`src/rtl/rr_mux4_pkg.sv`:
```
// rtl/rr_mux4_pkg.sv - shared types, sizes and round-robin pick helper for the 4-way arbiter
package rr_mux4_pkg;

   localparam int NUM_REQ = 4;
   localparam int DATA_W  = 4;
   localparam int BEAT_W  = 4;
   localparam int SEL_W   = 2;

   typedef enum logic {
      ST_IDLE  = 1'b0,
      ST_GRANT = 1'b1
   } state_t;

   // Returns {found, index}; the search starts just after 'last' and wraps, so 'last' itself is tried last.
   function automatic logic [SEL_W:0] rr_pick(input logic [NUM_REQ-1:0] req_vec,
                                              input logic [SEL_W-1:0]   last);
      logic [SEL_W:0]   res;
      logic [SEL_W-1:0] idx;
      res = '0;
      for (int k = NUM_REQ; k >= 1; k--) begin
         idx = last + SEL_W'(k);
         if (req_vec[idx]) begin
            res = {1'b1, idx};
         end
      end
      return res;
   endfunction

endpackage

```
`src/rtl/mux4to1.sv`:
```
// rtl/mux4to1.sv - 4-bit 4:1 data multiplexer selected by {s1,s0}
module mux4to1
   import rr_mux4_pkg::*;
(
   input  logic              s1,
   input  logic              s0,
   input  logic [DATA_W-1:0] i0,
   input  logic [DATA_W-1:0] i1,
   input  logic [DATA_W-1:0] i2,
   input  logic [DATA_W-1:0] i3,
   output logic [DATA_W-1:0] y
);

   always_comb begin
      y = i0;
      case ({s1, s0})
         2'b00:   y = i0;
         2'b01:   y = i1;
         2'b10:   y = i2;
         default: y = i3;
      endcase
   end

endmodule

```
`src/rtl/rr_mux4_arbiter.sv`:
```
// rtl/rr_mux4_arbiter.sv - 4-requester round-robin arbiter with burst limit driving a 4:1 data mux
module rr_mux4_arbiter
   import rr_mux4_pkg::*;
#(
   parameter int MAX_BEATS = 4
)
(
   input  logic               clk,
   input  logic               rst,
   input  logic [NUM_REQ-1:0] req,
   input  logic [DATA_W-1:0]  i0,
   input  logic [DATA_W-1:0]  i1,
   input  logic [DATA_W-1:0]  i2,
   input  logic [DATA_W-1:0]  i3,
   input  logic               rdy,
   output logic [DATA_W-1:0]  y,
   output logic               valid,
   output logic [NUM_REQ-1:0] gnt,
   output logic               s1,
   output logic               s0,
   output logic [NUM_REQ-1:0] ack
);

   state_t             r_state;
   logic [NUM_REQ-1:0] r_gnt;
   logic [SEL_W-1:0]   r_sel;
   logic [BEAT_W-1:0]  r_beats;
   logic [SEL_W-1:0]   r_last;

   state_t             w_state_nxt;
   logic [NUM_REQ-1:0] w_gnt_nxt;
   logic [SEL_W-1:0]   w_sel_nxt;
   logic [BEAT_W-1:0]  w_beats_nxt;
   logic [SEL_W-1:0]   w_last_nxt;

   logic               w_req_g;
   logic               w_xfer;
   logic [BEAT_W-1:0]  w_beats_inc;
   logic [SEL_W-1:0]   w_base;
   logic [SEL_W:0]     w_pick;
   logic [NUM_REQ-1:0] w_pick_onehot;
   logic               w_rearb;
   logic [DATA_W-1:0]  w_mux_y;

   assign w_req_g     = req[r_sel];
   assign valid       = !rst && (r_state == ST_GRANT) && w_req_g;
   assign w_xfer      = valid && rdy;
   assign ack         = r_gnt & {NUM_REQ{w_xfer}};
   assign w_beats_inc = r_beats + BEAT_W'(1);

   // In IDLE the search follows the last served requester; in GRANT the current holder counts as served.
   assign w_base        = (r_state == ST_IDLE) ? r_last : r_sel;
   assign w_pick        = rr_pick(req, w_base);
   assign w_pick_onehot = NUM_REQ'(1) << w_pick[SEL_W-1:0];

   assign gnt = r_gnt;
   assign s1  = r_sel[1];
   assign s0  = r_sel[0];

   mux4to1 u_mux (
      .s1 (r_sel[1]),
      .s0 (r_sel[0]),
      .i0 (i0),
      .i1 (i1),
      .i2 (i2),
      .i3 (i3),
      .y  (w_mux_y)
   );

   assign y = valid ? w_mux_y : '0;

   always_comb begin
      w_state_nxt = r_state;
      w_gnt_nxt   = r_gnt;
      w_sel_nxt   = r_sel;
      w_beats_nxt = r_beats;
      w_last_nxt  = r_last;
      w_rearb     = 1'b0;

      case (r_state)
         ST_IDLE: begin
            w_rearb = 1'b1;
         end
         ST_GRANT: begin
            if (w_xfer) begin
               w_last_nxt  = r_sel;
               w_beats_nxt = w_beats_inc;
               if (w_beats_inc >= BEAT_W'(MAX_BEATS)) begin
                  w_rearb = 1'b1;
               end
            end else if (!w_req_g) begin
               w_last_nxt = r_sel;
               w_rearb    = 1'b1;
            end
         end
         default: begin
            w_state_nxt = ST_IDLE;
            w_gnt_nxt   = '0;
         end
      endcase

      // A fresh winner gets a new grant directly; without one the arbiter parks in IDLE.
      if (w_rearb) begin
         if (w_pick[SEL_W]) begin
            w_state_nxt = ST_GRANT;
            w_gnt_nxt   = w_pick_onehot;
            w_sel_nxt   = w_pick[SEL_W-1:0];
            w_beats_nxt = '0;
         end else begin
            w_state_nxt = ST_IDLE;
            w_gnt_nxt   = '0;
            w_beats_nxt = '0;
         end
      end
   end

   always_ff @(posedge clk) begin
      if (rst) begin
         r_state <= ST_IDLE;
         r_gnt   <= '0;
         r_sel   <= '0;
         r_beats <= '0;
         r_last  <= SEL_W'(NUM_REQ - 1);
      end else begin
         r_state <= w_state_nxt;
         r_gnt   <= w_gnt_nxt;
         r_sel   <= w_sel_nxt;
         r_beats <= w_beats_nxt;
         r_last  <= w_last_nxt;
      end
   end

endmodule
```
`config.mk`:
```
export PLATFORM = sky130hd
export DESIGN_NAME = rr_mux4_arbiter
export DESIGN_NICKNAME = d
export VERILOG_FILES = /design/src/rtl/rr_mux4_pkg.sv /design/src/rtl/mux4to1.sv /design/src/rtl/rr_mux4_arbiter.sv
export SDC_FILE = /design/constraint.sdc
export NUM_CORES = 1
export LEC_CHECK = 0
export BUFFER_PORTS_ARGS = -buffer_cell sky130_fd_sc_hd__buf_2
export CORE_MARGIN = 1
export CORE_UTILIZATION = 40
export CTS_CLUSTER_SIZE = 10
export DETAILED_ROUTE_END_ITERATION = 10
export PLACE_DENSITY = 0.68
export SYNTH_ARGS = -nofsm -noshare
export SYNTH_HDL_FRONTEND = slang
export SYNTH_SLANG_ARGS = --single-unit
```
`constraint.sdc`:
```
create_clock -name clk -period 3.26 [get_ports clk]
set_input_delay 0.489 -clock clk [delete_from_list [all_inputs] [get_ports clk]]
set_output_delay 0.489 -clock clk [all_outputs]
set_load 0.1 [all_outputs]
```
==> results of run 1 <==
synth_stat cells (2+ instances only):
library cell | instances | area (um2)
dfxtp_1 | 13 | 260
nand2_1 | 6 | 22.5
and2_1 | 5 | 31.3
mux2i_1 | 5 | 50.1
nor2_1 | 5 | 18.8
a21oi_1 | 4 | 20.0
a32o_2 | 4 | 45.0
and2b_1 | 4 | 30.0
inv_1 | 4 | 15.0
mux4_1 | 4 | 105
nor2b_1 | 4 | 25.0
nor3_1 | 3 | 15.0
nor3b_1 | 3 | 22.5
o21a_1 | 3 | 22.5
buf_6 | 2 | 22.5
nand2b_1 | 2 | 12.5
critical path: cells and delay by family, from the launching register on:
family / cells / cell delay, ns
AO/OA/AOI/OAI: 1 / 0.25
AND/OR/NAND/NOR: 3 / 0.72
flip-flops: 1 / 0.63
buffers and inverters: 1 / 0.41
through the flow:
| step | hold WS [ns] | cells | util, % | cell area [um2] |
|---|---|---|---|---|
| 6_report | 0.415 | 160 | 52.6 | 1150 |
| 5_1_grt | 0.408 | 160 | 52.6 | 1150 |
| 4_1_cts | 0.409 | 160 | 52.6 | 1150 |
| 3_5_place_dp | 0.479 | 156 | 51.4 | 1130 |
| 3_3_place_gp | 0.468 | 156 | 51.4 | 1130 |
| 2_1_floorplan | 0.467 | 93 | - | 926 |
cells in the final DEF, fill, tap and decap left out, types with 2 or more instances in the layout:
master	n
buf_2	37
dfxtp_1	13
nand2_1	6
mux2i_1	5
and2_1	5
nor2_1	5
inv_1	4
mux4_1	4
and2b_1	4
nor2b_1	4
a21oi_1	4
a32o_2	4
o21a_1	3
nor3b_1	3
nor3_1	3
clkbuf_4	3
nand2b_1	2
worst max-delay path by stage:
stage	end	cells after the start	startpoint
global route	y[1]	5	r_sel[0]
detailed placement	y[1]	6	req[1]
finish	y[1]	5	r_sel[0]
global placement	y[0]	6	req[1]
CTS	y[1]	5	r_sel[0]
floorplan	y[0]	6	r_sel[0]
power by group through the flow:
stage,combinational [W],clock [W],sequential (W)
final,0.000244,0.0000949,0.000191
after global routing,0.000259,0.000107,0.000194
after CTS,0.000245,0.0000997,0.000192
after detailed placement,0.000245,0,0.000195
after global placement,0.000242,0,0.000194
after floorplan,0.000143,0,0.000253
per-layer routing:
layer / vias up / global-route usage (%)
li1: 423 / -
met1: 400 / 19.7
met2: 38 / 31.3
met3: 4 / 4.01
met4: 0 / 12.4
met5: - / 0
cell families (layout without fill, tap and decap cells):
| family | Yosys count | in the layout |
|---|---|---|
| buf+inv | 7 | 46 |
| fa+ha+maj | 1 | 1 |
| flops | 13 | 13 |
| simple gates | 40 | 40 |
| mux | 10 | 10 |
| compound gates | 21 | 21 |
| xor+xnor | 1 | 1 |
flip-flops by register name (all words and copies together) (netlist names):
register,flops
gnt,4
r_beats,4
r_last,2
r_sel,2
r_state,1
layout make-up:
class / instances / area share (%)
Inverter: 4 / 1.30
Tap cell: 28 / 3.04
Sequential cell: 13 / 22.6
Clock buffer: 4 / 2.28
Timing Repair Buffer: 38 / 16.7
Multi-Input combinational cell: 73 / 54.1
==> impl_results.md, run 1 <==
- Input/output buffers: 37
- Hold Path Class: in -> reg
- Clk slew on worst S/H paths: 0.07 ns
- Top layer used by detailed routing: met4
- CTS Buffer Depth: 2
- Clock insertion delay at the later pin of the skew report: 0.27 ns
- FF+latch count, synth: 13
- Hold path start: rdy
- Met1 WL: 877 um
- Hold Crit Depth: 2
- Required time of the critical path: 2.77 ns
- Mapped Cells: slightly above 90
- Mux share of post-synthesis cell area: 18.0%
- Setup crit end kind: primary output
- # Post-CTS Setup Buffers: 0
- Net Switching: 0.000229 W
- FF-to-FF Start: r_sel[0]
- WL/cell: roughly 13 um
- RSZ-0062 raised after global routing: false
- CTS tree: done
- Power consumption: 0.000530 W
- Synth unique cells: 38
- Worst slew pin tran: 0.495 ns
- Initial DRT Pass Iterations: 4
- Post-synth EDFFs: 0
- Clk sink count: 13
- Die Wd: 50.1 um
- CP Class: reg -> out
- Crit start category: flip-flop
- Global-route wire length before repair: around 3400 um
- Cell area after synthesis: about 930 um2
- Fillers: between 200 and 250
- Area grow syn2layout: 24.5%
- Drt total wl: 2040 um
- Share of total power in combinational logic: 46.0%
- VDD IR max: about 0.00026 V
- Worst path arrival time: 2.29 ns
- Routed Antenna Nets: 0
- Root Buffer: clkbuf_4
- Slowest-stage cell, CP: dfxtp_1
- Register Area: 260 um2
- Routed via count: around 870
- Row count: 17
- Cts hold-fix bufs: 0
- Worst slack, placed: around 0.76 ns
- Cell internal pwr: 0.000301 W
- Register share of total power: 36.1%
- Largest family of logic cells by synthesized area: simple AND/OR/NAND/NOR gates
- Initial DRC count: 8
- Htree depth: 1
- Worst-path maximum fanout: 12
- Clock share of power: between 10% and 20%
- Ys flop type: dfxtp_1
- Multi-input gate area: slightly above 600 um2
- Setup TNS: 0 ns
- DRC violations left: 0
- Post-layout min period: ~2.8 ns
- Syn_area_per_cell: roughly 10 um2
- Worst r2r path cells: 5
- Largest net degree at the start of global routing: 13
- Layout cell share with drive strength beyond 1: between 40% and 50%
- Layout Nets: 157
- Period Utilization, post-route: 85.1%
- Crit-path max cell delay: 0.63 ns
- Num ports: 38
- Synth Area in Adders: 1.35%
- Net switching fraction of the power: 43.3%
- Post-Synth Simple-Gate Area: 27.4%
- # resized after CTS: 0
- Core Area: around 0.0022 mm2
- Setup violators final: 0
- Synth Area in XOR/XNOR: 0.946%
- Register area share after synthesis: between 20% and 30%
- Yosys warns: 0
- Grt ovf: 0
- Antenna cells: 0
- CP Cell Sequence: nand2_1 -> o22a_2 -> or2_1 -> and2b_1 -> buf_2
- Die Y: roughly 50 um
- Vias/cell: about 5.4
- GP Congestion: 0.838
- Hold Vio Cnt, Final: 0
- Leakage power: 0.572 nW
- Met2 wire length: 942 um
- GR Util All Layers: 18.3%
- R2R Path End: gnt[0]
- Worst slew margin: roughly 67%
- Setup WS post-layout: 0.484 ns
- Maxcap violations: 0
- Hold endpoint: r_beats[3]
- Max-slew violations: 0
- Vias in the first global route: 821
- Starting Density: 42.3%
- Initial antenna violation count: 0
- R2R setup slack: 1.45 ns
- Routed wl met3: ~180 um
- DIE AREA: 0.00251 mm2
- Complex-gate fraction of the synthesized area: 19.6%
- Share of flip-flops with an asynchronous set or reset: 0%
- Max Freq: roughly 360 MHz
- Status: finished, final reports clean
- Post-detail-place hpwl: 1650 um
- CTS Buf Count: 3
- Syn nets: 117
- Pwr per Cell Area: 460 mW/mm2
- Clk_skew: 0.00857 ns
(Power assumes the default switching activity.)
==> run 2, diff against run 1 <==
==> constraint.sdc (replaced) <==
create_clock -name clk -period 3.26 [get_ports clk]
set_input_delay 0.163 -clock clk [delete_from_list [all_inputs] [get_ports clk]]
set_output_delay 0.163 -clock clk [all_outputs]
set_load 0.1 [all_outputs]
==> impl_results.md, run 2 (synthesized netlist as in run 1, its figures left out) <==
- Status: finished, final reports clean
- # resized after CTS: 0 (unchanged)
- Layout Nets: 156 (-0.64%)
- Crit start category: flip-flop
- Period Utilization, post-route: 75.8% (-9.4 points)
- VDD IR max: 0.000262 V (+1.0%)
- Core Area: 0.00219 mm2 (unchanged)
- Layout cell share with drive strength beyond 1: 39.7% (-0.46 points)
- Maxcap violations: 0 (unchanged)
- CTS tree: done
- Multi-input gate area: 623 um2 (unchanged)
- Hold Path Class: in -> reg
- Post-detail-place hpwl: 1630 um (-0.89%)
- CP Class: reg -> out
- Clk sink count: 13 (unchanged)
- Fillers: 227 (+11%)
- Slowest-stage cell, CP: dfxtp_1
- Antenna cells: 0 (unchanged)
- Pwr per Cell Area: 463 mW/mm2 (+0.71%)
- Setup WS post-layout: 0.789 ns (+0.305 ns)
- WL/cell: 12.9 um (+1.6%)
- Worst path arrival time: 2.31 ns (+0.02 ns)
- Commonest non-fill, non-tap cells in the layout: buf_2, dfxtp_1, nand2_1
- Input/output buffers: 37 (unchanged)
- Vias in the first global route: 804 (-2.1%)
- Row count: 17 (unchanged)
- Htree depth: 1 (unchanged)
- Grt ovf: 0 (unchanged)
- Commonest non-fill, non-tap cell in the layout: buf_2
- GR Util All Layers: 18.5% (+0.18 points)
- CP Cell Sequence: mux2i_1 -> o22a_2 -> or2_1 -> and2b_1 -> buf_2
- Worst-path maximum fanout: 11 (-1)
- Required time of the critical path: 3.10 ns (+0.33 ns)
- Routed via count: 852 (-1.5%)
- Post-layout min period: 2.47 ns (-0.305 ns)
- Root Buffer: clkbuf_4
- Setup violators final: 0 (unchanged)
- Die Wd: 50.1 um (unchanged)
- Initial antenna violation count: 0 (unchanged)
- Worst slack, placed: 1.06 ns (+0.305 ns)
- RSZ-0062 raised after global routing: false
- Setup crit end kind: primary output
- Max Freq: 405 MHz (+12%)
- Global-route wire length before repair: 3480 um (+2.8%)
- Routed Antenna Nets: 0 (unchanged)
- Starting Density: 42.3% (unchanged)
- Max-slew violations: 0 (unchanged)
- Drt total wl: 2060 um (+0.98%)
- Initial DRT Pass Iterations: 4 (unchanged)
- DIE AREA: 0.00251 mm2 (unchanged)
- # Post-CTS Setup Buffers: 0 (unchanged)
- Clk_skew: 0.00727 ns (-0.00130 ns)
- DRC violations left: 0 (unchanged)
- Die Y: 50.1 um (unchanged)
- Worst slew pin tran: 0.486 ns (-0.00887 ns)
- Clock insertion delay at the later pin of the skew report: 0.28 ns (about the same)
- CTS Buffer Depth: 2 (unchanged)
- Clk slew on worst S/H paths: 0.08 ns (about the same)
- Worst slew margin: 67.3% (+0.36 points)
- Largest net degree at the start of global routing: 13 (unchanged)
- Register Area: 260 um2 (unchanged)
- CTS Buf Count: 3 (unchanged)
- Setup TNS: 0 ns (unchanged)
- Num ports: 38 (unchanged)
- Initial DRC count: 19 (+11)
- Crit-path max cell delay: 0.57 ns (-0.06 ns)
- Vias/cell: 5.36 (-0.88%)
- Leakage power: 0.567 nW (-0.91%)
- Power consumption: 0.000530 W (about the same)
- Hold Vio Cnt, Final: 0 (unchanged)
- Area grow syn2layout: 23.6%
- GP Congestion: 0.778 (-7.1%)
- Cts hold-fix bufs: 0 (unchanged)
- Final design utilization: 52.3% (-0.34 points)
run 2: worst max-delay path, delay by kind of cell, from the launching register on:
family | cells | cell delay [ns]
AOI/OAI and AO/OA | 1 | 0.27
buffers and inverters | 1 | 0.41
DFF | 1 | 0.57
muxes | 1 | 0.15
and+or+nand+nor | 2 | 0.63
run 2: metal layers:
metal	global-route usage (%)	vias up	part of all wire, %
li1	-	422	-
met3	2.47	4	7.3
met1	21.0	388	46
met5	0	-	0
met2	31.8	38	45
met4	11.9	0	1.6
run 2: path summary, 6_finish.rpt:
kind             from         end  slack (ns)  cells after the start
max          r_sel[1]        y[0]        0.79                      5
max reg2reg  r_sel[1]      gnt[3]        1.44                      5
min reg2reg    gnt[3]      gnt[3]        0.50                      1
min               rdy  r_beats[2]        0.07                      2
run 2: area by class of cell:
type,instances,area share [%]
Multi-Input combinational cell,73,54.4
Sequential cell,13,22.7
Timing Repair Buffer,37,16.2
Tap cell,28,3.06
Clock buffer,4,2.30
Inverter,4,1.31
run 2: where the power goes:
group          switching [W]  internal (W)   total, W
Sequential         0.0000213      0.000172   0.000194
Combinational       0.000160     0.0000789   0.000239
Clock              0.0000505     0.0000474  0.0000979
Total               0.000231      0.000299   0.000530
run 2: through the flow:
step	area, um2	std cells	hold slack, ns
after global placement	1120	155	0.358
final	1140	159	0.0719
after detailed placement	1120	155	0.361
after global routing	1140	159	0.0604
after CTS	1140	159	0.0609
after floorplan	926	93	0.235
